File: src/rtl/dmem_responder.sv
// ---------------------------------------------------------------------------
// dmem_responder
//
// Word-addressed data memory target for the load/store path.
// - Takes one request at a time over a valid/ready handshake.
// - Spends LATENCY cycles in BUSY, then does the access.
// - Holds the response on a valid/ready channel until it is taken.
//
// Ports:
//   clock       rising-edge clock
//   reset_n     synchronous active-low reset (clears the FSM and all words)
//   req_valid   request present
//   req_ready   responder can accept a request (IDLE only)
//   req_write   1 = store, 0 = load
//   req_addr    word address
//   req_wdata   store data
//   resp_valid  response present
//   resp_ready  requester takes the response
//   resp_rdata  load data; 0 for stores and errors
//   resp_err    address was >= DEPTH
// ---------------------------------------------------------------------------
module dmem_responder #(
  parameter int DATA_WIDTH = 20,
  parameter int ADDR_WIDTH = 5,
  parameter int DEPTH      = 20,
  parameter int LATENCY    = 2
) (
  input  logic                  clock,
  input  logic                  reset_n,
  input  logic                  req_valid,
  output logic                  req_ready,
  input  logic                  req_write,
  input  logic [ADDR_WIDTH-1:0] req_addr,
  input  logic [DATA_WIDTH-1:0] req_wdata,
  output logic                  resp_valid,
  input  logic                  resp_ready,
  output logic [DATA_WIDTH-1:0] resp_rdata,
  output logic                  resp_err
);

  typedef enum logic [1:0] {IDLE, BUSY, RESP} state_e;

  localparam logic [3:0]          LAT4    = 4'(LATENCY);
  // One extra bit so DEPTH == 2^ADDR_WIDTH is representable.
  localparam logic [ADDR_WIDTH:0] DEPTH_W = (ADDR_WIDTH+1)'(DEPTH);

  state_e                  state_q, state_d;
  logic [3:0]              cnt_q, cnt_d;
  logic                    wr_q, wr_d;
  logic [ADDR_WIDTH-1:0]   addr_q, addr_d;
  logic [DATA_WIDTH-1:0]   wdata_q, wdata_d;
  logic                    ready_q, ready_d;
  logic                    resp_valid_q, resp_valid_d;
  logic [DATA_WIDTH-1:0]   resp_rdata_q, resp_rdata_d;
  logic                    resp_err_q, resp_err_d;
  logic [DATA_WIDTH-1:0]   mem_q [DEPTH];
  logic [DATA_WIDTH-1:0]   mem_d [DEPTH];
  logic                    oor;

  assign oor = ({1'b0, addr_q} >= DEPTH_W);

  always_comb begin
    state_d      = state_q;
    cnt_d        = cnt_q;
    wr_d         = wr_q;
    addr_d       = addr_q;
    wdata_d      = wdata_q;
    ready_d      = ready_q;
    resp_valid_d = resp_valid_q;
    resp_rdata_d = resp_rdata_q;
    resp_err_d   = resp_err_q;
    mem_d        = mem_q;
    case (state_q)
      IDLE: begin
        if (req_valid) begin
          wr_d    = req_write;
          addr_d  = req_addr;
          wdata_d = req_wdata;
          cnt_d   = LAT4;
          ready_d = 1'b0;
          state_d = BUSY;
        end
      end
      BUSY: begin
        if (cnt_q == 4'd1) begin
          cnt_d        = '0;
          state_d      = RESP;
          resp_valid_d = 1'b1;
          resp_rdata_d = '0;
          resp_err_d   = oor;
          if (!oor) begin
            for (int i = 0; i < DEPTH; i++) begin
              if (addr_q == ADDR_WIDTH'(i)) begin
                if (wr_q) mem_d[i]     = wdata_q;
                else      resp_rdata_d = mem_q[i];
              end
            end
          end
        end else begin
          cnt_d = cnt_q - 4'd1;
        end
      end
      RESP: begin
        if (resp_ready) begin
          state_d      = IDLE;
          ready_d      = 1'b1;
          resp_valid_d = 1'b0;
          resp_rdata_d = '0;
          resp_err_d   = 1'b0;
        end
      end
      default: begin
        state_d = IDLE;
        ready_d = 1'b1;
      end
    endcase
  end

  always_ff @(posedge clock) begin
    if (!reset_n) begin
      state_q      <= IDLE;
      cnt_q        <= '0;
      wr_q         <= 1'b0;
      addr_q       <= '0;
      wdata_q      <= '0;
      ready_q      <= 1'b1;
      resp_valid_q <= 1'b0;
      resp_rdata_q <= '0;
      resp_err_q   <= 1'b0;
      for (int i = 0; i < DEPTH; i++) mem_q[i] <= '0;
    end else begin
      state_q      <= state_d;
      cnt_q        <= cnt_d;
      wr_q         <= wr_d;
      addr_q       <= addr_d;
      wdata_q      <= wdata_d;
      ready_q      <= ready_d;
      resp_valid_q <= resp_valid_d;
      resp_rdata_q <= resp_rdata_d;
      resp_err_q   <= resp_err_d;
      mem_q        <= mem_d;
    end
  end

  // The registered ready is 1 in IDLE. It is masked so that the port
  // stays low while reset is held, yet reads 1 in the first cycle after release.
  assign req_ready  = ready_q & reset_n;
  assign resp_valid = resp_valid_q;
  assign resp_rdata = resp_rdata_q;
  assign resp_err   = resp_err_q;

endmodule

File: config.mk
export PLATFORM = sky130hd
export DESIGN_NAME = dmem_responder
export DESIGN_NICKNAME = d
export VERILOG_FILES = /design/src/rtl/dmem_responder.sv
export SDC_FILE = /design/constraint.sdc
export NUM_CORES = 1
export LEC_CHECK = 0
export ABC_AREA = 1
export ABC_CLOCK_PERIOD_IN_PS = 3440
export BUFFER_PORTS_ARGS = -buffer_cell sky130_fd_sc_hd__buf_2
export CORE_ASPECT_RATIO = 0.5
export CORE_MARGIN = 2
export CORE_UTILIZATION = 65
export DETAILED_ROUTE_END_ITERATION = 10
export PLACE_DENSITY_LB_ADDON = 0.15
export SYNTH_ARGS = -nofsm -noshare
export SYNTH_HDL_FRONTEND = slang
export SYNTH_SLANG_ARGS = --single-unit
File: constraint.sdc
create_clock -name clock -period 3.44 [get_ports clock]
set_input_delay 0.688 -clock clock [delete_from_list [all_inputs] [get_ports clock]]
set_output_delay 0.688 -clock clock [all_outputs]
set_load 0.01 [all_outputs]
After elaboration in Yosys (flattened, before gate mapping)
Cells that the tools add are included.
{"block": "totals", "ff_bits": 455, "in_bits": 30, "out_inout_bits": 23}
{"block": "op_classes", "addsub": 1, "n_lt_le_gt_ge": 1, "eq_ne": 25, "muxes": 74, "bitwise_logic": 3, "reduce_logical": 29}
{"operator": "two-way mux 20 bit", "n": 58}
{"operator": "AND reduction 5 bit", "n": 20}
{"operator": "equality test 5 x 4 -> 1 bit (second input constant)", "n": 8}
{"operator": "case mux 20 bit (2 select lines)", "n": 1}
{"operator": "equality test 5 x 3 -> 1 bit (second input constant)", "n": 4}
{"operator": "equality test 5 bit (second input constant)", "n": 4}
{"operator": "equality test 5 x 2 -> 1 bit (second input constant)", "n": 2}
{"operator": "AND reduction 3 bit", "n": 3}
{"operator": "two-way mux 4 bit", "n": 2}
{"operator": "case mux 4 bit (2 select lines)", "n": 1}
{"operator": "two-way mux 2 bit", "n": 3}
{"operator": "inequality test 2 bit (second input constant)", "n": 3}
{"operator": "case mux 2 bit (3 select lines)", "n": 1}
{"operator": "equality test 5 x 1 -> 1 bit (second input constant)", "n": 1}
{"operator": "greater-or-equal comparator 5 bit (second input constant)", "n": 1}
{"operator": "zero test 5 bit", "n": 1}
{"operator": "two-way mux 1 bit", "n": 5}
{"operator": "equality test 4 x 1 -> 1 bit (second input constant)", "n": 1}
{"operator": "case mux 1 bit (2 select lines)", "n": 2}
{"operator": "AND reduction 2 bit", "n": 2}
{"operator": "nonzero test 2 bit", "n": 2}
{"operator": "subtractor 4 x 1 -> 4 bit (second input constant)", "n": 1}
{"operator": "case mux 1 bit (3 select lines)", "n": 1}
{"operator": "equality test 2 x 1 -> 1 bit (second input constant)", "n": 1}
{"operator": "other kinds (4)", "n": 5}

Longest topological paths before layout
Gate-level depths: netlist of run 1.
{"block": "logic_depth", "word_depth": 58, "depth_mapped": 27}

Least setup slack after synthesis of run 1
Ideal clock, no wire load.
{"block": "synth_path", "kind": "input-to-output", "startpoint": "input reset_n", "endpoint": "output req_ready", "arrival_time_ns": 1.532, "required_time_ns": 2.752, "path_slack_ns": 1.220, "stages": 5, "n_path_buf": 3, "cell_sequence": "clkbuf_1 > clkbuf_1 > clkbuf_1 > nand2_1 > inv_1"}
{"block": "synth_between", "elab_chain_cells": 1}
{"item": "start, declared", "line_no": "29", "text": "input logic reset_n,"}
{"item": "bitwise AND 1 bit", "line_no": "147", "text": "assign req_ready = ready_q & reset_n;"}
{"item": "end, declared", "line_no": "31", "text": "output logic req_ready,"}
No other way between the ends.

Worst setup path in the final report of run 1
{"block": "layout_path", "startpoint": "register addr_q[0]", "endpoint": "register resp_rdata_q[2], in the netlist resp_rdata[2]"}
{"block": "layout_between", "elab_chain_cells": 58, "elab_cells_between_ends": 78, "cone_classes": "order compare: 1; eq/ne: 19; mux: 57; reduce/logical: 1"}
{"item": "start, declared", "line_no": "50", "text": "logic [ADDR_WIDTH-1:0] addr_q, addr_d;"}
{"item": "start signal, assigned", "line_no": "135", "text": "addr_q <= addr_d;"}
{"item": "zero test 5 bit", "line_no": "93", "text": "if (addr_q == ADDR_WIDTH'(i)) begin"}
{"item": "two-way mux 20 bit", "line_no": "93"}
{"item": "two-way mux 20 bit", "line_no": "94", "text": "if (wr_q) mem_d[i] = wdata_q;"}
{"item": "two-way mux 20 bit", "line_no": "93"}
{"item": "two-way mux 20 bit", "line_no": "91", "text": "if (!oor) begin"}
{"item": "two-way mux 20 bit", "line_no": "85", "text": "if (cnt_q == 4'd1) begin"}
{"item": "two-way mux 20 bit", "line_no": "73", "text": "case (state_q)"}
{"item": "two-way mux 20 bit", "line_no": "94"}
{"item": "(+42 left out)"}
{"item": "two-way mux 20 bit", "line_no": "93"}
{"item": "two-way mux 20 bit", "line_no": "94"}
{"item": "two-way mux 20 bit", "line_no": "93"}
{"item": "two-way mux 20 bit", "line_no": "94"}
{"item": "two-way mux 20 bit", "line_no": "93"}
{"item": "two-way mux 20 bit (*)", "line_no": "91"}
{"item": "two-way mux 20 bit (*)", "line_no": "85"}
{"item": "case mux 20 bit (2 select lines) (*)", "line_no": "73"}
{"item": "end signal, assigned", "line_no": "139", "text": "resp_rdata_q <= resp_rdata_d;"}
{"item": "end, declared", "line_no": "54", "text": "logic [DATA_WIDTH-1:0] resp_rdata_q, resp_rdata_d;"}
Mark *: on every way between the ends. The rest lies on a longest branch, timed or not. The select of a mux whose other input is x is not followed.
A chain may end at the register's enable or synchronous reset.

==> results of run 1 <==
state kept, by name (all words and copies together) (netlist names):
name        count
resp_err        1
wdata_q        20
cnt_q           4
state_q         2
addr_q          5
ready_q         1
mem_q         400
resp_valid      1
wr_q            1
resp_rdata     20
where the power goes:
part	internal (mW)	switching (mW)	total, mW	leakage [nW]
sequential	5.31	0.177	5.48	3.67
combinational	0.285	0.711	0.996	4.64
clock	2.56	2.01	4.57	0.642
total	8.15	2.90	11.0	8.95
final cells by class:
type                       instances  area [um^2]
clock buffer                      52         1097
clock inverter                    17        193.9
fill                            2686         9064
inverter                         593         2226
multi-input combinational       1898         8791
sequential                       455         9109
tap                              432        540.5
timing repair buffer             123        864.6
path summary, 6_finish.rpt:
path | from | endpoint | slack [ns] | cells after the start
worst max register to register | addr_q[0] | resp_rdata[2] | 0.39 | 23
worst min register to register | mem_q[217] | mem_q[217] | 0.44 | 2
worst min-delay path | req_wdata[4] | wdata_q[4] | 0.40 | 3
worst max-delay path | addr_q[0] | resp_rdata[2] | 0.39 | 23
cell usage in the layout (no fill, tap or decap):
cell type,count
o21ai_0,589
inv_1,588
a21oi_1,577
nand2_1,542
dfxtp_1,455
nor2_1,128
buf_4,66
buf_2,51
clkbuf_16,41
nand3_1,25
a21oi_2,14
clkinv_2,11
clkbuf_1,8
inv_2,5
nor2_2,5
buf_12,5
nand4_1,4
clkbuf_8,4
bufinv_16,4
nor2_4,3
nor3_2,2
ha_1,2
nand2_2,1
nor3_1,1
xor2_1,1
o211ai_1,1
nor4_2,1
a32oi_1,1
a221oi_1,1
clkinvlp_4,1
inv_8,1
cell families after synthesis:
family                     Yosys count  share of synthesized area
DFF                                455                     0.4302
AOI/OAI and AO/OA                 1183                     0.2826
buffers and inverters              859                     0.1555
xor gates and xnor gates             1                  0.0004137
and+or+nand+nor                    712                     0.1301
adders and majority gates            2                   0.001182
routing by layer:
metal	up-vias	routed length, um	track usage
li1	9879	-	-
met1	8843	26420	0.4916
met2	778	25250	0.5245
met3	104	5326	0.05556
met4	0	1499	0.1044
met5	-	0	0
critical path, cell delays in order, from the launching register on:
cell     delay [ns]
dfxtp_1        0.55
nand3_1        0.28
nor2_1         0.20
nand2_1        0.10
inv_1          0.35
buf_4          0.25
a21oi_1        0.05
nand2_1        0.08
nand2_1        0.05
nand2_1        0.11
nand2_1        0.08
nand2_1        0.06
nand2_1        0.07
nand2_1        0.06
nand2_1        0.06
nand2_1        0.10
nand2_1        0.09
nand2_1        0.07
nand2_1        0.05
nand2_1        0.07
nand2_1        0.06
nand2_1        0.06
nand2_1        0.05
a21oi_1        0.11
==> metrics.txt, run 1 <==
status=completed; Mean Syn Cell Area=6.592 um^2; post-CTS sizing=0; register area share after synthesis=0.4302; Final Hold Fails=0; number of synthesized flops with an enable pin=0; final worst setup slack=0.3868 ns; non-filler instance count after layout=3570; DR pass1 iterations=6; period utilization=0.8876; # setup viols final=0; WL/cell=16.38 um; commonest cells in the netlist=o21ai_0 (589), inv_1 (588), a21oi_1 (577); Tot GR Track Use=0.3414; fin crit period=3.053 ns; CP Launch Type=flip-flop; DRC Markers=0; Crit. End Element=flip-flop; Synth area leaders=dfxtp_1 (43%), o21ai_0 (14%), a21oi_1 (14%), inv_1 (10%), nand2_1 (9.6%); Clk Latency, worst-skew pair=0.55 ns; Hold/Removal Path Class=input port to flip-flop; Final #Nets=3143; leakage power=8.952 nW; Diodes inserted=0; HPWL Detailed=36240 um; CTS Buffer Depth=3; hold slack=0.3988 ns; total wire length=58490 um; hold buffer count at cts=0; Port Buffers=52; H-tree lvl count=2; Mapped Area=21170 um^2; root buf cell=clkbuf_16; CP arrival=3.54 ns; setup bufs post-CTS=0; Gate Count Post-Synth=3212; Slew @ Worst Pin=1.401 ns; chip height=131.6 um; placed insts=3501; GRT overflow=0; most common cell in the netlist=o21ai_0; placed cell areas=21530 um^2; DIE AREA=34120 um^2; routability cong.=0.9460; critical setup path kind=flip-flop to flip-flop; syn_nets=3244; ANT nets after route=0; Initial Util=0.6640; RSZ-0062 raised after global routing=no; die width=259.2 um; Rel. slew slack=0.06443; PnR Total Power=11.05 mW; drt initial violations=1938; Yosys reg bits=455; core box area=31890 um^2; largest area contributor in the netlist=dfxtp_1; critical path peak fanout=11; Setup TNS=0 ns; Boundary Pins=53; Synthesis Warnings=0; asr flop ratio synth=0; Layout area overhead=7.789%; largest net degree at the start of global routing=174; Max IR drop VDD=0.0003186 V; CTS Sinks=455; clock skew=0.01915 ns; CTS tree=built; Post-synth top flop=dfxtp_1; fmax=327.5 MHz; Max-cap violations=0; CTS Buf Count=40; PD cells=484.0 nW/um^2; row cnt=46; total number of vias=19600; vias in the first global route=17570; Final Util=0.7157; initial antenna violation count=2; finished layout cell area=22820 um^2; Netlist cell types=27; Req. time, crit path=3.92 ns; layout cells sized above 1=0.06851; top-area cell type share of the netlist area=0.4302; routed vias/inst=5.491; CTS clk-pin slew, worst paths=0.07 ns; first-pass GRT wire length=94070 um; worst slack, placed=0.5367 ns; pins over their slew limit=0
Note: power is estimated with default switching activity, not from simulation.
==> run 2: changes to the inputs <==
- ABC_CLOCK_PERIOD_IN_PS: 3440 -> 3600
- clock period: 3.44 -> 3.6 ns (I/O delays scaled with it)
==> metrics.txt, run 2 (synthesis results as in run 1) <==
worst slack, placed=0.6231 ns (was 0.5367 ns); GRT overflow=0 (unchanged); critical setup path kind=flip-flop to flip-flop (unchanged); leakage power=9.001 nW (was 8.952 nW); Port Buffers=52 (unchanged); Sequential Area=9109 um^2 (unchanged); Crit. End Element=flip-flop (unchanged); CTS tree=built (unchanged); Layout area overhead=8.297% (was 7.789%); root buf cell=clkbuf_16 (unchanged); Max-cap violations=0 (unchanged); clock skew=0.02018 ns (was 0.01915 ns); DR pass1 iterations=5 (was 6); chip height=131.6 um (unchanged); placed insts=3500 (was 3501); status=completed (unchanged); register with the most flip-flops=mem_q (unchanged); hold buffer count at cts=0 (unchanged); period utilization=0.8664 (was 0.8876); Cell Chain, Critical Path=nand3_1 -> nor2_1 -> nand2_1 -> inv_1 -> buf_4 -> a21oi_1 -> nand2_1 -> nand2_1 -> nand2_1 -> nand2_1 -> nand2_1 -> nand2_1 -> nand2_1 -> nand2_1 -> nand2_1 -> nand2_1 -> nand2_1 -> nand2_1 -> nand2_1 -> nand2_1 -> nand2_1 -> nand2_1 -> a21oi_1 (unchanged); RSZ-0062 raised after global routing=no (unchanged); most frequent CP cell=nand2_1 (unchanged); core box area=31890 um^2 (unchanged); commonest non-fill, non-tap cell in the layout=o21ai_0 (unchanged); Slew @ Worst Pin=1.298 ns (was 1.401 ns); Largest register FFs=400 (unchanged); FF-to-FF setup slack=0.48 ns (was 0.39 ns); Clk Latency, worst-skew pair=0.55 ns (about the same); Hold/Removal Path Class=input port to flip-flop (unchanged); DRC Markers=0 (unchanged); hold slack=0.4133 ns (was 0.3988 ns); Initial Util=0.6640 (unchanged); routability cong.=0.9333 (was 0.9460); CTS Sinks=455 (unchanged); HPWL Detailed=36260 um (was 36240 um); finished layout cell area=22930 um^2 (was 22820 um^2); cell at the slowest stage of the critical path=dfxtp_1 (unchanged); final worst setup slack=0.4809 ns (was 0.3868 ns); critical path peak fanout=14 (was 11); Setup TNS=0 ns (unchanged); post-CTS sizing=0 (unchanged); layout cells sized above 1=0.06915 (was 0.06851); Max IR drop VDD=0.0004534 V (was 0.0003186 V); PD cells=473.7 nW/um^2 (was 484.0 nW/um^2); FILL cells=2699 (was 2686); drt initial violations=2205 (was 1938); fmax=320.6 MHz (was 327.5 MHz); Tot GR Track Use=0.3446 (was 0.3414); CP Launch Type=flip-flop (unchanged); vias in the first global route=17890 (was 17570); Final #Nets=3141 (was 3143); Req. time, crit path=4.07 ns (was 3.92 ns); Worst R2R Path Depth=23 (unchanged); Final Util=0.7191 (was 0.7157); row cnt=46 (unchanged); CTS Buffer Depth=3 (unchanged); total wire length=58990 um (was 58490 um); Multi-input gate area=8791 um^2 (unchanged); routed vias/inst=5.515 (was 5.491); # setup viols final=0 (unchanged); Boundary Pins=53 (unchanged); fin crit period=3.119 ns (was 3.053 ns); most frequent cells in the layout=o21ai_0 (589), inv_1 (588), a21oi_1 (577) (unchanged); initial antenna violation count=0 (was 2); WL/cell=16.52 um (was 16.38 um); first-pass GRT wire length=94970 um (was 94070 um); DIE AREA=34120 um^2 (unchanged); CTS clk-pin slew, worst paths=0.07 ns (about the same); pins over their slew limit=0 (unchanged); total number of vias=19690 (was 19600); hold depth=3 (unchanged); die width=259.2 um (unchanged); non-filler instance count after layout=3570 (unchanged); Diodes inserted=0 (unchanged); CP arrival=3.59 ns (was 3.54 ns); setup bufs post-CTS=0 (unchanged); largest net degree at the start of global routing=114 (was 174); H-tree lvl count=2 (unchanged); ANT nets after route=0 (unchanged); placed cell areas=21510 um^2 (was 21530 um^2); Final Hold Fails=0 (unchanged); PnR Total Power=10.86 mW (was 11.05 mW); slowest stage delay, CP=0.55 ns (about the same); Rel. slew slack=0.1336 (was 0.06443); CTS Buf Count=39 (was 40)
## run 2: cell count changes in the layout (fill, tap and decap cells not counted)
| cell | before | now |
|---|---|---|
| inv_8 | 1 | 0 |
| buf_12 | 5 | 4 |
| bufinv_16 | 4 | 5 |
| clkinv_2 | 11 | 2 |
| clkbuf_8 | 4 | 15 |
| clkinvlp_4 | 1 | 0 |
| clkinv_4 | 0 | 2 |
| clkbuf_1 | 8 | 6 |
## run 2: critical path, delay by kind of cell (launching register included)
kind | cells | cell delay (ns)
AOI/OAI and AO/OA | 2 | 0.14
buffers and inverters | 2 | 0.70
and+or+nand+nor | 19 | 1.60
DFF | 1 | 0.55
## run 2: power by group
part	switching [mW]	internal (mW)	total, mW
logic	0.670	0.271	0.941
registers	0.182	5.07	5.25
clock network	1.93	2.74	4.67
total	2.78	8.08	10.9
## run 2: final cells by class
type                    instances  area share
flip-flops and latches        455      0.3972
repair buffers                122     0.03683
clock buffers                  61     0.05413
well taps                     432     0.02357
multi-input cells            1898      0.3834
inverters                     593     0.09707
clock inverters                 9    0.007749
## run 2: metal layers
| layer | up-vias | track usage | routed length (um) |
|---|---|---|---|
| met3 | 108 | 0.05941 | 5624 |
| met2 | 824 | 0.5264 | 25540 |
| met1 | 8882 | 0.4937 | 26170 |
| met5 | - | 0 | 0 |
| li1 | 9875 | - | - |
| met4 | 0 | 0.1114 | 1652 |
## run 2: worst paths after layout
kind / to / startpoint
worst min-delay path: wdata_q[1] / req_wdata[1]
worst max-delay path: resp_rdata[2] / addr_q[0]
worst max register to register: resp_rdata[2] / addr_q[0]
worst min register to register: mem_q[173] / mem_q[173]
==> run 3: changes to the inputs <==
- CORE_ASPECT_RATIO: 0.5 -> 1.4
- GPL_ROUTABILITY_DRIVEN: not set -> 0
==> metrics.txt, run 3 (synthesis results as in run 1) <==
CTS Buf Count=43 (was 39); status=completed (unchanged); WL/cell=16.15 um (was 16.52 um); initial antenna violation count=0 (unchanged); commonest non-fill, non-tap cell in the layout=o21ai_0 (unchanged); pins over their slew limit=0 (unchanged); Req. time, crit path=4.08 ns (was 4.07 ns); Internal=7.924 mW (was 8.077 mW); Clk Latency, worst-skew pair=0.56 ns (was 0.55 ns); Setup TNS=0 ns (unchanged); first-pass GRT wire length=94130 um (was 94970 um); critical setup path kind=flip-flop to flip-flop (unchanged); # setup viols final=0 (unchanged); clock skew=0.01937 ns (was 0.02018 ns); CP Launch Type=flip-flop (unchanged); CTS Sinks=455 (unchanged); post-CTS sizing=0 (unchanged); vias in the first global route=18900 (was 17890); Final #Nets=3133 (was 3141); row cnt=78 (was 46); Final Hold Fails=0 (unchanged); switch share=0.2555 (was 0.2564); RSZ-0062 raised after global routing=no (unchanged); Seq pwr share=0.493 (was 0.484); register with the most flip-flops=mem_q (unchanged); core box area=32210 um^2 (was 31890 um^2); chip height=217.6 um (was 131.6 um); ANT nets after route=0 (unchanged); most frequent cells in the layout=o21ai_0 (589), inv_1 (588), a21oi_1 (577) (unchanged); worst r2r src=addr_q[0] (unchanged); NetSw=2.720 mW (was 2.784 mW); period utilization=0.8455 (was 0.8664); die width=156.5 um (was 259.2 um); PD cells=467.9 nW/um^2 (was 473.7 nW/um^2); Slew @ Worst Pin=1.074 ns (was 1.298 ns); CTS Buffer Depth=3 (unchanged); hold buffer count at cts=0 (unchanged); Diodes inserted=0 (unchanged); finished layout cell area=22750 um^2 (was 22930 um^2); Rel. slew slack=0.2831 (was 0.1336); fin crit period=3.044 ns (was 3.119 ns); Clock power frac=0.425 (was 0.430); fmax=328.5 MHz (was 320.6 MHz); leakage power=8.915 nW (was 9.001 nW); layout cells sized above 1=0.06577 (was 0.06915); Min-Delay Startpoint=req_wdata[17] (was req_wdata[1]); CP arrival=3.52 ns (was 3.59 ns); Worst R2R Path Depth=23 (unchanged); Hold/Removal Path Class=input port to flip-flop (unchanged); DR pass1 iterations=5 (unchanged); GRT overflow=0 (unchanged); FILL cells=2825 (was 2699); root buf cell=clkbuf_16 (unchanged); Port Buffers=52 (unchanged); DRC Markers=0 (unchanged); HPWL Detailed=36600 um (was 36260 um); Final Util=0.7064 (was 0.7191); placed cell areas=21350 um^2 (was 21510 um^2); CTS tree=built (unchanged); Combinational Power Share=0.082 (was 0.087); CP Launch Point=addr_q[0] (unchanged); routed vias/inst=5.551 (was 5.515); H-tree lvl count=2 (unchanged); Largest register FFs=400 (unchanged); critical path peak fanout=13 (was 14); Crit. End Element=flip-flop (unchanged); CTS clk-pin slew, worst paths=0.06 ns (was 0.07 ns); Max IR drop VDD=0.0004123 V (was 0.0004534 V); Initial Util=0.6574 (was 0.6640); Layout area overhead=7.452% (was 8.297%); setup bufs post-CTS=0 (unchanged); largest net degree at the start of global routing=87 (was 114); total number of vias=19610 (was 19690); hold depth=3 (unchanged); Max-cap violations=0 (unchanged); Tot GR Track Use=0.3383 (was 0.3446); drt initial violations=1410 (was 2205); total wire length=57030 um (was 58990 um); Boundary Pins=53 (unchanged); DIE AREA=34050 um^2 (was 34120 um^2)
## run 3: cell type report
class | count | area (um^2) | area share
repair buffers | 110 | 716.9 | 0.03151
clock buffers | 71 | 1374 | 0.06039
well taps | 400 | 500.5 | 0.02200
multi-input cells | 1898 | 8797 | 0.3867
flip-flops and latches | 455 | 9109 | 0.4004
clock inverters | 5 | 27.53 | 0.001210
inverters | 593 | 2226 | 0.09784
## run 3: path summary, 6_finish.rpt
check	endpoint	slack, ns
worst max-delay path	resp_rdata[5]	0.56
worst min-delay path	wdata_q[17]	0.42
worst max register to register	resp_rdata[5]	0.56
worst min register to register	mem_q[98]	0.44
## run 3: routing by layer
layer,track usage,part of all wire,wire (um)
met5,0,0,0
met4,0.1517,0.039,2227
met3,0.04869,0.063,3612
met2,0.6038,0.50,28350
met1,0.4004,0.40,22840
## run 3: critical path, stage by stage, from the launching register on
cell and delay (ns):
dfxtp_1 0.56, nand3_1 0.24, nor2_1 0.18, nand2_1 0.18
inv_1 0.28, buf_4 0.26, a21oi_1 0.06, nand2_1 0.08
nand2_1 0.06, nand2_1 0.06, nand2_1 0.05, nand2_1 0.08
nand2_1 0.07, nand2_1 0.07, nand2_1 0.05, nand2_1 0.07
nand2_1 0.07, nand2_1 0.07, nand2_1 0.05, nand2_1 0.07
nand2_1 0.06, nand2_1 0.06, nand2_1 0.11, a21oi_2 0.13
## run 3: through the flow
stage          hold slack (ns)  total power, mW  instances  worst slack, ns
2_1_floorplan           0.4205            5.916       3212            1.316
3_3_place_gp            0.4281            6.188       3456           0.7313
3_5_place_dp            0.4321            6.204       3456           0.6702
4_1_cts                 0.4067            10.66       3532           0.6080
5_1_grt                 0.4392            11.00       3532           0.2471
6_report                0.4173            10.64       3532           0.5562
## run 3: power groups by stage
stage               Combinational (mW)  Sequential [mW]  Clock (mW)
global placement                 0.835             5.35           0
finish                           0.870             5.25        4.52
CTS                              0.857             5.24        4.56
detailed placement               0.849             5.35           0
global route                     0.997             5.25        4.75
floorplan                        0.709             5.21           0
